--- src/rtl/pc_ctrl_pkg.sv ---
// Shared opcode and state definitions for the PC / call-return sequencer.
package pc_ctrl_pkg;

  localparam logic [2:0] OP_NOP  = 3'b000;
  localparam logic [2:0] OP_NEXT = 3'b001;
  localparam logic [2:0] OP_JMP  = 3'b010;
  localparam logic [2:0] OP_BR   = 3'b011;
  localparam logic [2:0] OP_CALL = 3'b100;
  localparam logic [2:0] OP_RET  = 3'b101;

  typedef enum logic [1:0] {
    ST_IDLE  = 2'd0,
    ST_RUN   = 2'd1,
    ST_FAULT = 2'd2
  } state_e;

endpackage

--- src/rtl/call_depth_tracker.sv ---
// Saturating count of live return addresses, 0..2**depth, with full/empty flags.
module call_depth_tracker #(
  parameter int depth = 1
) (
  input  logic           clk,
  input  logic           clr,
  input  logic           inc,
  input  logic           dec,
  output logic [depth:0] count,
  output logic           at_full,
  output logic           at_empty
);

  localparam logic [depth:0] CAP = {1'b1, {depth{1'b0}}};

  logic [depth:0] count_q, count_d;

  assign at_full  = (count_q == CAP);
  assign at_empty = (count_q == '0);
  assign count    = count_q;

  always_comb begin
    count_d = count_q;
    if (inc && !dec && !at_full) begin
      count_d = count_q + (depth+1)'(1);
    end else if (dec && !inc && !at_empty) begin
      count_d = count_q - (depth+1)'(1);
    end
  end

  always_ff @(posedge clk or negedge clr) begin
    if (!clr) begin
      count_q <= '0;
    end else begin
      count_q <= count_d;
    end
  end

endmodule

--- src/rtl/pc_call_ctrl.sv ---
// Program counter and call/return sequencer driving a return-address stack.
// Optional overflow/underflow trap: define PC_STACK_GUARD_EN.
module pc_call_ctrl
  import pc_ctrl_pkg::*;
#(
  parameter int               width    = 8,
  parameter int               depth    = 1,
  parameter logic [width-1:0] RESET_PC = '0
) (
  input  logic             clk,
  input  logic             clr,
  input  logic             start,
  input  logic [2:0]       op,
  input  logic [width-1:0] target,
  input  logic             cond,
  input  logic             stall,
  output logic [width-1:0] pc,
  output logic             running,
  output logic             fault,
  output logic [depth:0]   call_depth,
  output logic [width-1:0] stk_push,
  output logic             stk_c,
  output logic             stk_en,
  input  logic [width-1:0] stk_peek
);

  state_e           state_q, state_d;
  logic [width-1:0] pc_q, pc_d;
  logic [width-1:0] pc_inc;
  logic             en_d, c_d;
  logic             inc, dec;
  logic             at_full, at_empty;

  call_depth_tracker #(
    .depth(depth)
  ) u_depth (
    .clk      (clk),
    .clr      (clr),
    .inc      (inc),
    .dec      (dec),
    .count    (call_depth),
    .at_full  (at_full),
    .at_empty (at_empty)
  );

  assign pc_inc   = pc_q + width'(1);
  assign pc       = pc_q;
  assign stk_push = pc_inc;
  assign running  = (state_q == ST_RUN);
`ifdef PC_STACK_GUARD_EN
  assign fault    = (state_q == ST_FAULT);
`else
  assign fault    = 1'b0;
`endif

  // Stack strobes are gated by clr so nothing reaches the stack during reset.
  assign stk_en = en_d & clr;
  assign stk_c  = c_d & clr;

  always_comb begin
    state_d = state_q;
    pc_d    = pc_q;
    en_d    = 1'b0;
    c_d     = 1'b0;
    inc     = 1'b0;
    dec     = 1'b0;
    case (state_q)
      ST_IDLE: begin
        if (start) state_d = ST_RUN;
      end
      ST_RUN: begin
        if (!stall) begin
          case (op)
            OP_NOP:  pc_d = pc_q;
            OP_NEXT: pc_d = pc_inc;
            OP_JMP:  pc_d = target;
            OP_BR:   pc_d = cond ? target : pc_inc;
            OP_CALL: begin
`ifdef PC_STACK_GUARD_EN
              if (at_full) begin
                state_d = ST_FAULT;
              end else begin
                en_d = 1'b1;
                c_d  = 1'b1;
                pc_d = target;
                inc  = 1'b1;
              end
`else
              en_d = 1'b1;
              c_d  = 1'b1;
              pc_d = target;
              inc  = !at_full;
`endif
            end
            OP_RET: begin
`ifdef PC_STACK_GUARD_EN
              if (at_empty) begin
                state_d = ST_FAULT;
              end else begin
                en_d = 1'b1;
                pc_d = stk_peek;
                dec  = 1'b1;
              end
`else
              en_d = 1'b1;
              pc_d = stk_peek;
              dec  = !at_empty;
`endif
            end
            default: pc_d = pc_inc;
          endcase
        end
      end
      ST_FAULT: state_d = ST_FAULT;
      default:  state_d = ST_IDLE;
    endcase
  end

  always_ff @(posedge clk or negedge clr) begin
    if (!clr) begin
      state_q <= ST_IDLE;
      pc_q    <= RESET_PC;
    end else begin
      state_q <= state_d;
      pc_q    <= pc_d;
    end
  end

endmodule
--- config.mk ---
export PLATFORM = sky130hd
export DESIGN_NAME = pc_call_ctrl
export DESIGN_NICKNAME = d
export VERILOG_FILES = /design/src/rtl/pc_ctrl_pkg.sv /design/src/rtl/call_depth_tracker.sv /design/src/rtl/pc_call_ctrl.sv
export SDC_FILE = /design/constraint.sdc
export NUM_CORES = 1
export LEC_CHECK = 0
export ABC_AREA = 1
export ABC_CLOCK_PERIOD_IN_PS = 2000
export CORE_MARGIN = 10
export CORE_UTILIZATION = 38
export DETAILED_ROUTE_END_ITERATION = 16
export GPL_ROUTABILITY_DRIVEN = 0
export PLACE_DENSITY = 0.75
export RECOVER_POWER = 50
export SYNTH_ARGS = -nofsm -noshare
export SYNTH_HDL_FRONTEND = slang
export SYNTH_HIERARCHICAL = 1
export SYNTH_SLANG_ARGS = --single-unit
--- constraint.sdc ---
create_clock -name clk -period 2 [get_ports clk]
set_input_delay 0.4 -clock clk [delete_from_list [all_inputs] [get_ports clk]]
set_output_delay 0.4 -clock clk [all_outputs]
set_load 0.02 [all_outputs]
* Word level (Yosys, flattened, before mapping)
Cells that the tools add are included.
** Word-level totals
- Input port bits :: 24
- Logic and storage cells :: 53
- Register bits :: 12
- Output and inout bits :: 22
** Operators by class
- Add/subtract/negate cells :: 3
- Mux-type cells :: 18
- Equal/unequal tests :: 8
- Bitwise logic cells :: 5
- Reduce and logical (&&, ||, !) cells :: 16
** Operators by type and width (number)
- case mux 8 bit (4 select lines) :: 1
- two-way mux 1 bit :: 12
- adder 8 x 1 -> 8 bit (second input constant) :: 1
- two-way mux 8 bit :: 1
- == test 3 x 2 -> 1 bit (second input constant) :: 2
- == test 3 bit (second input constant) :: 2
- two-way mux 2 bit :: 3
- case mux 2 bit (3 select lines) :: 1
- == test 2 bit (second input constant) :: 2
- logical AND 1 bit :: 4
- logical NOT 1 bit :: 4
- logical NOT 2 bit :: 2
- OR reduction 2 bit :: 2
- logical NOT 3 bit :: 1
- NOT 1 bit :: 3
- AND reduction 3 bit :: 1
- adder 2 x 1 -> 2 bit (second input constant) :: 1
- AND 1 bit :: 2
- == test 2 x 1 -> 1 bit (second input constant) :: 1
- inequality test 2 bit (second input constant) :: 1
- AND reduction 2 bit :: 1
- nonzero test 2 bit :: 1
- subtractor 2 x 1 -> 2 bit (second input constant) :: 1

* Logic depth before layout (Yosys ltp)
Gate-level depths: netlist of the first run.
- Word-level depth :: 10
- Depth in mapped cells :: 10

* Hierarchy
Netlist of the first run, hierarchy kept.
** By module, submodules not included
- pc_call_ctrl :: cells each 137, area an instance 845.8 µm², instances 1
- call_depth_tracker :: cells each 25, area an instance 146.4 µm², instances 1

* Least setup slack after synthesis of the first run
Ideal clock, no wire load.
- Path kind :: flip-flop to output port
- Start :: register state_q[1]
- End :: output port stk_c
- Data arrival time :: 1273 ps
- Required time :: 1600 ps
- Path buffers :: 0
- Setup slack :: 327 ps
- Stages on the path, launching flop included :: 4
- Cells stage by stage :: dfrtp_1 nor2_2 nand2_1 nor3_1
** On the way
- Longest elaborated chain between the ends :: 3
** Ends and longest elaborated chain
- start: declaration :: line pc_call_ctrl.sv:27 : state_e state_q, state_d;
- start signal: assignment :: line pc_call_ctrl.sv:124 : state_q <= state_d;
- == test 2 x 1 -> 1 bit
- named net running :: line pc_call_ctrl.sv:18 : output logic running,
- two-way mux 1 bit :: line pc_call_ctrl.sv:67 : case (state_q)
- AND 1 bit :: line pc_call_ctrl.sv:58 : assign stk_c = c_d & clr;
- end: declaration :: line pc_call_ctrl.sv:22 : output logic stk_c,
The timed path passes the listed nets, and every way through them passes these cells.

* Final worst setup path of the first run
- Start :: register pc_q[0] (netlist: pc[0])
- End :: output port stk_push[0]
** On the way
- Longest elaborated chain between the ends :: 1
** Ends and longest elaborated chain
- start: declaration :: line pc_call_ctrl.sv:28 : logic [width-1:0] pc_q, pc_d;
- start signal: assignment :: line pc_call_ctrl.sv:125 : pc_q <= pc_d;
- adder 8 x 1 -> 8 bit :: line pc_call_ctrl.sv:46 : assign pc_inc = pc_q + width'(1);
- end: declaration :: line pc_call_ctrl.sv:21 : output logic [width-1:0] stk_push,
No other way between the ends.

==> results of run 1 <==
==> final cells by class <==
class	instances	area, um^2
sequential	12	303
timing repair buffer	62	534
antenna	1	2.50
clock buffer	4	36.3
tap	30	37.5
multi-input combinational	122	591
inverter	27	105
fill	246	868
==> worst reg2reg max path, stage by stage (launching register included) <==
cell	delay [ns]
dfrtp_1	0.37
inv_1	0.06
nor2_2	0.11
nand2_1	0.11
nor3_1	0.28
inv_1	0.13
nor2_1	0.15
nand2_1	0.08
nand3_1	0.08
nand2_1	0.05
==> state kept, by name, indices dropped and copies added, names as in the netlist <==
signal and count:
pc 8, state_q 2, u_depth/count 2
==> through the flow <==
step / power, mW / instance area [um^2] / setup slack [ns]
floorplan: 0.794 / 992 / 0.327
global placement: 1.20 / 1600 / -0.226
detailed placement: 1.21 / 1600 / -0.310
CTS: 1.38 / 1630 / 0.00698
global route: 1.49 / 1610 / 0.00319
finish: 1.38 / 1610 / 0.0618
==> power groups by stage <==
stage               clock (mW)  sequential [mW]  combinational (mW)
global placement             0            0.366               0.831
CTS                      0.198            0.365               0.817
floorplan                    0            0.439               0.356
finish                   0.196            0.372               0.816
global route             0.210            0.383               0.898
detailed placement           0            0.367               0.846
==> cell usage in the layout, fill, tap and decap left out, types with 4 or more instances in the layout <==
master	instances
inv_1	21
nand2_2	5
nand3_1	9
nand2_1	60
clkdlybuf4s50_1	31
nor3_1	4
dfrtp_1	10
nor2_1	19
buf_4	16
inv_2	4
a21oi_1	5
==> how the worst max path moves through the flow <==
stage / cells after the start / from / to
3_5_place_dp: 6 / op[1] / stk_en
5_1_grt: 11 / op[1] / u_depth/count[0]$_DFFE_PN0P_
6_report: 3 / pc[0]$_DFFE_PN0P_ / stk_push[0]
3_3_place_gp: 6 / op[1] / stk_en
2_1_floorplan: 3 / state_q[1]$_DFFE_PN0P_ / stk_c
4_1_cts: 4 / pc[0]$_DFFE_PN0P_ / stk_push[2]
==> logic make-up after synthesis <==
group | share of synthesized area
other | 0.00378
adders and majority gates | 0.0126
xor gates and xnor gates | 0.0265
DFF | 0.303
and+or+nand+nor | 0.478
AOI/OAI and AO/OA | 0.0631
buffers and inverters | 0.113
==> per-layer routing <==
metal	wire length [um]	GRT usage	up-vias
met5	0	0	-
met4	76	0.0581	0
met3	278	0.0460	6
met2	1800	0.252	41
met1	1350	0.143	551
li1	-	-	617
==> synthesized netlist by cell type, types with 2 or more instances <==
| master | instances |
|---|---|
| nand2_1 | 60 |
| nand2_2 | 5 |
| dfrtp_1 | 12 |
| and2_1 | 2 |
| a21oi_1 | 4 |
| nor2_2 | 2 |
| nor2_4 | 2 |
| inv_1 | 21 |
| xor2_1 | 2 |
| o21ai_0 | 2 |
| nor3_1 | 4 |
| nand3_1 | 11 |
| inv_2 | 4 |
| nor2_1 | 19 |
==> repair_timing <==
item                                    CTS  global route
endpoints found under the hold margin     0             0
buffers inserted                          0             0
gates resized for setup                  17            18
pin swaps                                 0             0
endpoints found under the setup margin    9            10
==> impl_metrics.yaml, run 1 <==
outcome:
  status: "finished, final reports clean"
synthesis:
  synth_edf_count: 0
  synth_top_area_frac: 0.303
  syn_nets: 187
  postSynthAreaPerCell_um2: 6.12
  ys_seq_area_frac: 0.303
  synth.cell_area_um2: 992
  synthCells: 162
  yosysUniqueCellTypes: 26
  ys.flop_type: "dfrtp_1"
  synth_seq_cells: 12
  synthArstFlopShare: 1.00
  synth_top_area_cell: "dfrtp_1"
  synthTopCellsByArea: "dfrtp_1 (30%), nand2_1 (23%), inv_1 (7.9%)"
  yosys_warnings: 6
setup_path:
  reg2reg_depth: 9
  worst_setup_path_start_kind: "flop"
  reg2reg_to: "u_depth/count[1]$_DFFE_PN0P_"
  path_cells: "buf_4 > inv_1 > clkdlybuf4s50_1"
  path_class: "flop to output port"
  path_max_fanout: 4
  cpMaxStageDelayCell: "clkdlybuf4s50_1"
  cp.required_ns: 1.60
  crit_arrival_ns: 1.54
  cpLargestDelayFamily: "buffers and inverters"
  r2r_slack_ns: 0.48
  reg2reg_from: "state_q[0]$_DFFE_PN0P_"
  slowest_delay_ns: 0.61
  cp_num_buf_inv: 3
  crit_path_end_kind: "output port"
sta:
  tightestPinTransition_ns: 0.660
  post-route-period-util: 0.969
  setup_viol: 0
  finalClockSkew_ns: 0.0131
  rsz0062_at_grt: "false"
  finalHoldViolations: 0
  fin_crit_ns: 1.94
  max_slew_margin: 0.560
  hold_slack_ns: 0.459
  drv_slew: 0
  fmax_mhz: 516
  tns_ns: 0
grt:
  grt_max_degree: 13
  antenna_found_initial: 1
  grt_overflow: 0
  grt_use_total: 0.139
  first_global_vias: 1282
  grt_pass1_wl_um: 5840
floorplan:
  die_area_um2: 5060
  core_area_um2: 2480
  start_util: 0.401
  ios: 46
  fp.dieW_um: 71.1
  rows: 18
  dieHeight_um: 71.1
layout:
  area_delta_synth_final_pct: 62.2
  stdcell_count: 258
  drive_above_1_share: 0.216
  fin_util: 0.649
  layout.nets: 253
clock_network:
  htreeDepth: 1
  clock_tree.buffer_depth: 2
  clk_pin_slew_ns: 0.07
  clock-sinks: 12
  numCtsBuffers: 3
  clk_latency_ns: 0.28
  tritoncts: "done"
  root_buffer: "clkbuf_4"
  holdBufCountCts: 0
flow_run:
  maxCapViolations: 0
route:
  drt_first_pass_iters: 4
  routed_wl_um: 3510
  via_per_inst: 4.71
  drt_iter0_markers: 43
  remaining_drc_errors: 0
  avgRoutedWirePerCell_um: 13.6
  via_count: 1215
  ant_nets: 0
power_and_ir_drop:
  switchingPower_uw: 609
  power_frac_clock: 0.142
  seqPwrFrac: 0.269
  p_int_uw: 776
  ir_worst_vdd_uv: 600
  power_density_nw_per_um2: 860
  power.share.switching: 0.440
  combPwrFrac: 0.589
  p_leak_nw: 0.840
worst_hold_path:
  whs_path_depth: 1
  min_from: "state_q[0]$_DFFE_PN0P_"
  min_to: "state_q[1]$_DFFE_PN0P_"
  hold_class: "flop to flop"
place:
  dp_cells: 253
  dp_hpwl_um: 2830
  portBuffers: 44
Note: power is estimated with default switching activity, not from simulation.
==> run 2, diff against run 1 <==
- ABC_CLOCK_PERIOD_IN_PS: 2000 -> 2300
- clock period: 2 -> 2.3 ns (I/O delays scaled with it)
==> impl_metrics.yaml, run 2 (same netlist as run 1, synthesis figures left out) <==
flow_run:
  maxCapViolations: 0
place:
  dp_cells: 243
  portBuffers: 44
  placed_area_um2: 1520
  dp_hpwl_um: 2740
layout:
  layout.nets: 243
  final_cell_mix: "nand2_1 (60), clkdlybuf4s50_1 (33), inv_1 (21)"
  stdcell_count: 247
  fin_area_um2: 1540
  final_common_cell: "nand2_1"
  largest_register_ffs: 8
  drive_above_1_share: 0.129
  diodes: 0
  area_delta_synth_final_pct: 55.1
setup_path:
  reg2reg_to: "pc[2]$_DFFE_PN0P_"
  cpMaxStageDelayCell: "clkdlybuf4s50_1"
  cp.depth: 9
  cpLargestDelayFamily: "buffers and inverters"
  path_cells: "clkdlybuf4s50_1 > clkbuf_1 > inv_2 > nand2_1 > nand3_1 > clkinvlp_2 > or2_1 > nand2_1 > inv_1"
  r2r_slack_ns: 0.57
  crit_path_end_kind: "flop"
  cp_num_buf_inv: 5
  worst_setup_path_start_kind: "input pin"
  reg2reg_from: "state_q[0]$_DFFE_PN0P_"
  slowest_delay_ns: 0.45
  crit_arrival_ns: 2.34
  reg2reg_depth: 7
  worstSetupStartpoint: "op[2]"
  path_class: "input pin to flop"
  cp.required_ns: 2.47
  path_max_fanout: 10
  worstSetupEndpoint: "pc[2]$_DFFE_PN0P_"
  path_common_cell: "nand2_1"
route:
  drt_iter0_markers: 42
  routed_wl_um: 3320
  remaining_drc_errors: 0
  avgRoutedWirePerCell_um: 13.5
  via_count: 1190
  ant_nets: 0
  via_per_inst: 4.82
  drt_first_pass_iters: 4
grt:
  met3_usage: 0.0530
  grt_use_total: 0.135
  grt_pass1_wl_um: 5670
  antenna_found_initial: 0
  first_global_vias: 1199
  grtUsageMet1: 0.142
  use_met2: 0.233
  grt_max_degree: 13
  grt.busiest_layer: "met2"
  grt_overflow: 0
sta:
  post-route-period-util: 0.942
  max_slew_margin: 0.553
  finalClockSkew_ns: 0.0118
  drv_slew: 0
  finalHoldViolations: 0
  fmax_mhz: 462
  hold_slack_ns: 0.456
  fin_crit_ns: 2.17
  tns_ns: 0
  setup_viol: 0
  tightestPinTransition_ns: 0.671
  rsz0062_at_grt: "false"
floorplan:
  ios: 46
  die_area_um2: 5060
  core_area_um2: 2480
  start_util: 0.401
  rows: 18
  dieHeight_um: 71.1
  fp.dieW_um: 71.1
clock_network:
  htreeDepth: 1
  root_buffer: "clkbuf_4"
  clk_latency_ns: 0.28
  numCtsBuffers: 3
  clock-sinks: 12
  tritoncts: "done"
  clk_pin_slew_ns: 0.07
  clock_tree.buffer_depth: 2
  postCtsSetupRepairBufs: 0
power_and_ir_drop:
  ir_worst_vdd_uv: 563
  power_mw: 1.16
  power_density_nw_per_um2: 753
  p_leak_nw: 0.804
worst_hold_path:
  hold_class: "flop to flop"
outcome:
  status: "finished, final reports clean"
## run 2: cell types whose count changed in the layout (fill, tap and decap cells not counted), sizes merged, moves of 2 or more
cell | before | now
buf | 18 | 6
dlymetal6s2s | 0 | 2
dlygate4sd2 | 3 | 5
clkdlybuf4s50 | 31 | 33
clkbuf | 10 | 7
## run 2: stage by stage
step	setup WS [ns]	util
2_1_floorplan	0.567	-
3_3_place_gp	-0.0462	0.615
3_5_place_dp	-0.158	0.615
4_1_cts	0.00999	0.626
5_1_grt	0.00744	0.621
6_report	0.134	0.621
## run 2: timing repair
action	4_1_cts	5_1_grt
gates resized for setup	6	4
gates cloned	0	0
setup endpoints to repair	6	3
hold buffers	0	0
## run 2: where the power goes
group,switching [mW],internal [mW]
clock network,0.0771,0.0963
logic,0.367,0.288
registers,0.0688,0.260
## run 2: final cells by class
class                      count  area (um^2)
clock buffer                   4         36.3
fill                         257          938
inverter                      27          104
multi-input combinational    122          574
sequential                    12          300
tap                           30         37.5
timing repair buffer          52          487
## run 2: metal layers
layer  share of wire  wire length (um)  up-vias
li1                -                 -      598
met1            0.39              1280      556
met2            0.52              1710       32
met3           0.082               272        4
met4           0.017                57        0
met5               0                 0        -
## run 2: worst reg2reg max path: stages, from the launching register on
cell        delay [ns]
dfrtp_1           0.40
inv_1             0.07
nor2_2            0.05
nand3_1           0.25
clkinvlp_2        0.44
or2_1             0.34
nand2_1           0.06
inv_1             0.03
## run 2: worst min-delay path by stage
stage	start	end	slack (ns)	cells past startpoint
after floorplan	clr	pc[0]$_DFFE_PN0P_	0.16	0
after global placement	state_q[0]$_DFFE_PN0P_	state_q[1]$_DFFE_PN0P_	0.43	1
after detailed placement	state_q[0]$_DFFE_PN0P_	state_q[1]$_DFFE_PN0P_	0.45	1
after CTS	state_q[0]$_DFFE_PN0P_	state_q[1]$_DFFE_PN0P_	0.46	1
after global routing	state_q[0]$_DFFE_PN0P_	state_q[1]$_DFFE_PN0P_	0.48	1
final	state_q[0]$_DFFE_PN0P_	state_q[1]$_DFFE_PN0P_	0.46	1
